[config.mk]
export PLATFORM = sky130hd
export DESIGN_NAME = pipeline_sequencer
export DESIGN_NICKNAME = d
export VERILOG_FILES = /design/src/rtl/pipeline_seq_pkg.sv /design/src/rtl/pipeline_sequencer_sat_counter.sv /design/src/rtl/pipeline_sequencer.sv
export SDC_FILE = /design/constraint.sdc
export NUM_CORES = 1
export LEC_CHECK = 0
export CORE_MARGIN = 4
export CORE_UTILIZATION = 42
export CTS_CLUSTER_DIAMETER = 30
export CTS_CLUSTER_SIZE = 30
export DETAILED_ROUTE_END_ITERATION = 16
export MAX_ROUTING_LAYER = met4
export PLACE_DENSITY = 0.89
export SYNTH_ARGS = -nofsm -noshare
export SYNTH_HDL_FRONTEND = slang
export SYNTH_HIERARCHICAL = 1
export SYNTH_SLANG_ARGS = --single-unit
[constraint.sdc]
create_clock -name clk -period 4.7 [get_ports clk]
set_clock_uncertainty 0.15 [all_clocks]
set_input_delay 1.175 -clock clk [delete_from_list [all_inputs] [get_ports clk]]
set_output_delay 1.175 -clock clk [all_outputs]
set_load 0.05 [all_outputs]
[src/rtl/pipeline_seq_pkg.sv]
// Shared definitions for the pipeline stall/flush sequencer: FSM state
// encoding, pipeline shape constants and the NOP instruction word.
package pipeline_seq_pkg;

  localparam logic [2:0] ST_INIT   = 3'd0;
  localparam logic [2:0] ST_RUN    = 3'd1;
  localparam logic [2:0] ST_STALL  = 3'd2;
  localparam logic [2:0] ST_DRAIN  = 3'd3;
  localparam logic [2:0] ST_HDRAIN = 3'd4;
  localparam logic [2:0] ST_HALT   = 3'd5;

  localparam int          NUM_STAGES = 5;
  localparam int          DATA_W     = 16;
  localparam logic [15:0] NOP_INSTR  = 16'h0000;

endpackage

[src/rtl/pipeline_sequencer_sat_counter.sv]
// Saturating up-counter with enable, synchronous clear and async active-low reset.
module sat_counter #(
  parameter int W = 16
) (
  input  logic         clk,
  input  logic         rst_n,
  input  logic         clr,
  input  logic         en,
  output logic [W-1:0] count
);

  always_ff @(posedge clk or negedge rst_n) begin
    if (!rst_n)                 count <= '0;
    else if (clr)               count <= '0;
    else if (en && count != '1) count <= count + 1'b1;
  end

endmodule

[src/rtl/pipeline_sequencer.sv]
// Stall/flush controller for the 5-stage pipeline. Optional performance
// counters are built when PIPELINE_SEQ_PERF_CNT_EN is defined.
module pipeline_sequencer
  import pipeline_seq_pkg::*;
#(
  parameter int DRAIN_CYCLES = 3,
  parameter int HALT_DRAIN   = 3,
  parameter int CNT_W        = 16
) (
  input  logic             clk,
  input  logic             rst_n,
  input  logic             data_hazard,
  input  logic             control_hazard,
  input  logic             branch_taken,
  input  logic             halt_id,
  output logic             pc_write_en,
  output logic             if_id_en,
  output logic             if_id_flush,
  output logic             id_ex_bubble,
  output logic             halted,
  output logic [CNT_W-1:0] stall_cycles,
  output logic [CNT_W-1:0] flush_cycles
);

  localparam logic [1:0] DRAIN_LD = 2'(DRAIN_CYCLES - 1);
  localparam logic [1:0] HALT_LD  = 2'(HALT_DRAIN - 1);

  logic [2:0] state, state_nxt;
  logic [1:0] cnt, cnt_nxt;

  always_ff @(posedge clk or negedge rst_n) begin
    if (!rst_n) begin
      state <= ST_INIT;
      cnt   <= 2'd0;
    end else begin
      state <= state_nxt;
      cnt   <= cnt_nxt;
    end
  end

  always_comb begin
    state_nxt    = state;
    cnt_nxt      = cnt;
    pc_write_en  = 1'b0;
    if_id_en     = 1'b0;
    if_id_flush  = 1'b1;
    id_ex_bubble = 1'b1;
    halted       = 1'b0;
    case (state)
      // INIT covers the release cycle plus one full cycle, so fetch starts in cycle 2
      ST_INIT: begin
        if (cnt == 2'd0) cnt_nxt = 2'd1;
        else begin
          cnt_nxt   = 2'd0;
          state_nxt = ST_RUN;
        end
      end
      ST_RUN, ST_STALL: begin
        if_id_flush  = 1'b0;
        id_ex_bubble = 1'b0;
        if (branch_taken) begin
          pc_write_en  = 1'b1;
          if_id_flush  = 1'b1;
          id_ex_bubble = 1'b1;
          state_nxt    = ST_RUN;
        end else if (control_hazard && state == ST_RUN) begin
          if_id_en  = 1'b1;
          cnt_nxt   = DRAIN_LD;
          state_nxt = ST_DRAIN;
        end else if (data_hazard) begin
          id_ex_bubble = 1'b1;
          state_nxt    = ST_STALL;
        end else if (halt_id && state == ST_RUN) begin
          if_id_flush = 1'b1;
          cnt_nxt     = HALT_LD;
          state_nxt   = ST_HDRAIN;
        end else begin
          pc_write_en = 1'b1;
          if_id_en    = 1'b1;
          state_nxt   = ST_RUN;
        end
      end
      // only bubbles sit in ID here, so data_hazard is irrelevant
      ST_DRAIN: begin
        id_ex_bubble = 1'b0;
        if (cnt != 2'd0) cnt_nxt = cnt - 2'd1;
        if (cnt == 2'd0 && !control_hazard) state_nxt = ST_RUN;
      end
      ST_HDRAIN: begin
        if (cnt != 2'd0) cnt_nxt = cnt - 2'd1;
        else             state_nxt = ST_HALT;
      end
      ST_HALT: halted = 1'b1;
      default: state_nxt = ST_INIT;
    endcase
  end

`ifdef PIPELINE_SEQ_PERF_CNT_EN
  logic cnt_active;
  assign cnt_active = (state != ST_INIT) && (state != ST_HALT);

  sat_counter #(.W(CNT_W)) u_stall_cnt (
    .clk   (clk),
    .rst_n (rst_n),
    .clr   (1'b0),
    .en    (cnt_active && !pc_write_en),
    .count (stall_cycles)
  );

  sat_counter #(.W(CNT_W)) u_flush_cnt (
    .clk   (clk),
    .rst_n (rst_n),
    .clr   (1'b0),
    .en    (cnt_active && if_id_flush),
    .count (flush_cycles)
  );
`else
  assign stall_cycles = '0;
  assign flush_cycles = '0;
`endif

endmodule

==> results.json <==
{
  "drive_gt1_share_pct": 10.8,
  "yosysTopAreaCell": "buf_4",
  "cts_buffer_depth": 2,
  "drt-total-wl_mm": 1.51,
  "synth_top_family_by_area": "buffers and inverters",
  "min_from": "cnt[1]",
  "core_mm2": 0.00176,
  "r2r_start": "cnt[0]",
  "worstPathRequired_ns": 3.38,
  "grt_overflow": 0,
  "crit_arrival_ns": 3.03,
  "syn_inst": 103,
  "die_x_um": 51.7,
  "synth_ff_type": "dfrtp_1",
  "first_global_vias": 521,
  "yosys.area_share.adder_pct": 1.56,
  "synth_top_area_share_pct": 31.8,
  "worst_pin_slew_ns": 0.584,
  "worst-path-max-fanout": 5,
  "top_layer_used": "met4",
  "min_period_ns": 4.36,
  "dp.cells": 132,
  "worstSetupStartpointType": "input port",
  "hold_path.class": "reg -> reg",
  "dp_slack_ns": 0.341,
  "synth_warnings": 6,
  "synthSimpleGateAreaFrac_pct": 16.5,
  "via_per_inst": 4.59,
  "setup-tns-final_ns": 0,
  "holdBufCountCts": 0,
  "rsz0062_at_grt": "false",
  "antenna_found_initial": 0,
  "wl_met1_um": 592,
  "met3WireLength_um": 94,
  "die_area_mm2": 0.00267,
  "place_hpwl_mm": 1.16,
  "cts_tree": "built",
  "setup_viol": 0,
  "holdWs_ns": 0.361,
  "p_comb_share_pct": 72.2,
  "portBuffers": 10,
  "cap_violations": 0,
  "yosysSeqAreaShare_pct": 15.6,
  "synth_compound_area_share_pct": 22.5,
  "leakagePower_nw": 0.378,
  "antenna_cells": 0,
  "grt_max_degree": 20,
  "cts_num_sinks": 5,
  "path_class": "in -> out",
  "p_int_uw": 259,
  "htreeDepth": 1,
  "num_rows": 15,
  "dr_wl_met2_um": 810,
  "post_cts_buffers": 0,
  "cp-startpoint": "data_hazard",
  "io_pins": 43,
  "dr_total_vias": 624,
  "outcome": "completed",
  "ys_ff_latch": 5,
  "postSynthAreaPerCell_um2": 7.79,
  "cts.root.buffer_cell": "clkbuf_4",
  "fin_ws_ns": 0.343,
  "power_uw": 585,
  "place_congestion": 0.787,
  "wl_per_cell_um": 11.1,
  "fmax_ghz": 0.230,
  "worstSetupEndpointType": "output pin",
  "drc": 0,
  "track_usage_pct": 11.6,
  "hold_viol": 0,
  "async_reset_ff_share_pct": 100,
  "cts.repair.resized": 0,
  "start_util_pct": 45.5,
  "max-slew-margin-rel_pct": 61.1,
  "power_switching_uw": 326,
  "clk_pin_slew_ns": 0.05,
  "ys_top_cells_by_area": "buf_4 32%, dfrtp_1 16%, a21oi_1 4.4%, nor2_1 4.2%, mux2_4 3.7%",
  "syn2layout_area_growth_pct": -0.312,
  "synth_xor_area_share_pct": 2.18,
  "clk_latency_ns": 0.26,
  "clkPwrFrac_pct": 9.0,
  "p_per_area_mw_per_mm2": 732,
  "ant_nets": 0,
  "pwr-share-seq_pct": 18.7,
  "stdcell_count": 136,
  "grt_pass1_wl_mm": 2.26,
  "synth_area_um2": 802,
  "synth.distinct_cells": 35,
  "drt-initial-drc-count": 6,
  "synth_edf_count": 0,
  "synth_mux_area_share_pct": 4.99,
  "die_h_um": 51.7,
  "first_pass_iters": 4,
  "nets": 119,
  "period_share_pct": 92.7,
  "peakVddDrop_mv": 0.303,
  "cts_buffers": 3,
  "maxSlewViolCount": 0,
  "swShare_pct": 55.8
}
layer usage:
layer  GRT usage (%)  vias up
met1            12.8      292
met5               -        -
met3            3.44        3
li1                -      309
met2            19.3       20
met4            5.24        0
cell usage after synthesis (2+ instances only):
cell	count
buf_4	34
nor2_1	9
a21oi_1	7
dfrtp_1	5
nand2_1	5
o21ai_0	5
inv_1	3
nand2b_1	3
nor3_1	3
a221oi_1	2
a31oi_1	2
mux2_4	2
logic make-up (layout without fill, tap and decap cells):
kind of cell | after synthesis | count (layout)
AOI/OAI and AO/OA | 24 | 24
xor gates and xnor gates | 2 | 2
adders and majority gates | 1 | 1
buffers and inverters | 41 | 18
DFF | 5 | 5
muxes | 3 | 3
other | 1 | 32
and+or+nand+nor | 26 | 26
power groups by stage:
stage / combinational (mW) / clock (mW) / sequential, mW
floorplan: 0.408 / 0 / 0.0784
global placement: 0.411 / 0 / 0.108
detailed placement: 0.420 / 0 / 0.110
CTS: 0.422 / 0.0556 / 0.110
global route: 0.452 / 0.0589 / 0.115
finish: 0.422 / 0.0529 / 0.110
critical path, stage by stage:
cell	delay [ns]
clkdlybuf4s50_1	0.50
a21oi_1	0.21
a21oi_1	0.06
nor4_1	0.24
clkdlybuf4s50_1	0.85
worst paths after layout:
path / end / slack (ns) / cells after the start
max reg2reg: cnt[1] / 2.78 / 6
max in group asynchronous: state[0] / 3.23 / 1
min reg2reg: cnt[1] / 0.36 / 1
min in group asynchronous: cnt[1] / 0.98 / 1
max: if_id_en / 0.34 / 5
min: cnt[1] / 0.36 / 1
placed cells by master (no fill, tap or decap), types with 2 or more instances in the layout:
cell type,synthesis,routed
dfrtp_1,5,5
clkdlybuf4s50_1,0,9
a31oi_1,2,2
a21oi_1,7,7
nand2b_1,3,3
nand2_1,5,5
a221oi_1,2,2
nor3_1,3,3
clkbuf_4,0,3
o21ai_0,5,5
nor2_1,9,9
mux2_4,2,2
conb_1,1,32
inv_1,3,3
layout make-up:
type                            count  area, um2
Tap cell                           25       31.3
Multi-Input combinational cell     88        504
Inverter                            4       15.0
Clock buffer                        4       26.3
Fill cell                         190        965
Timing Repair Buffer               10       97.6
Sequential cell                     5        125
stage by stage:
step / util [%] / cell area [um2]
6_report: 45.3 / 800
5_1_grt: 45.3 / 800
4_1_cts: 45.3 / 800
3_5_place_dp: 43.8 / 773
3_3_place_gp: 43.8 / 773
2_1_floorplan: - / 920
registers in the layout (all words and copies together), names as in the netlist:
signal,count
state,3
cnt,2
Power figures use the tool's default switching activity.
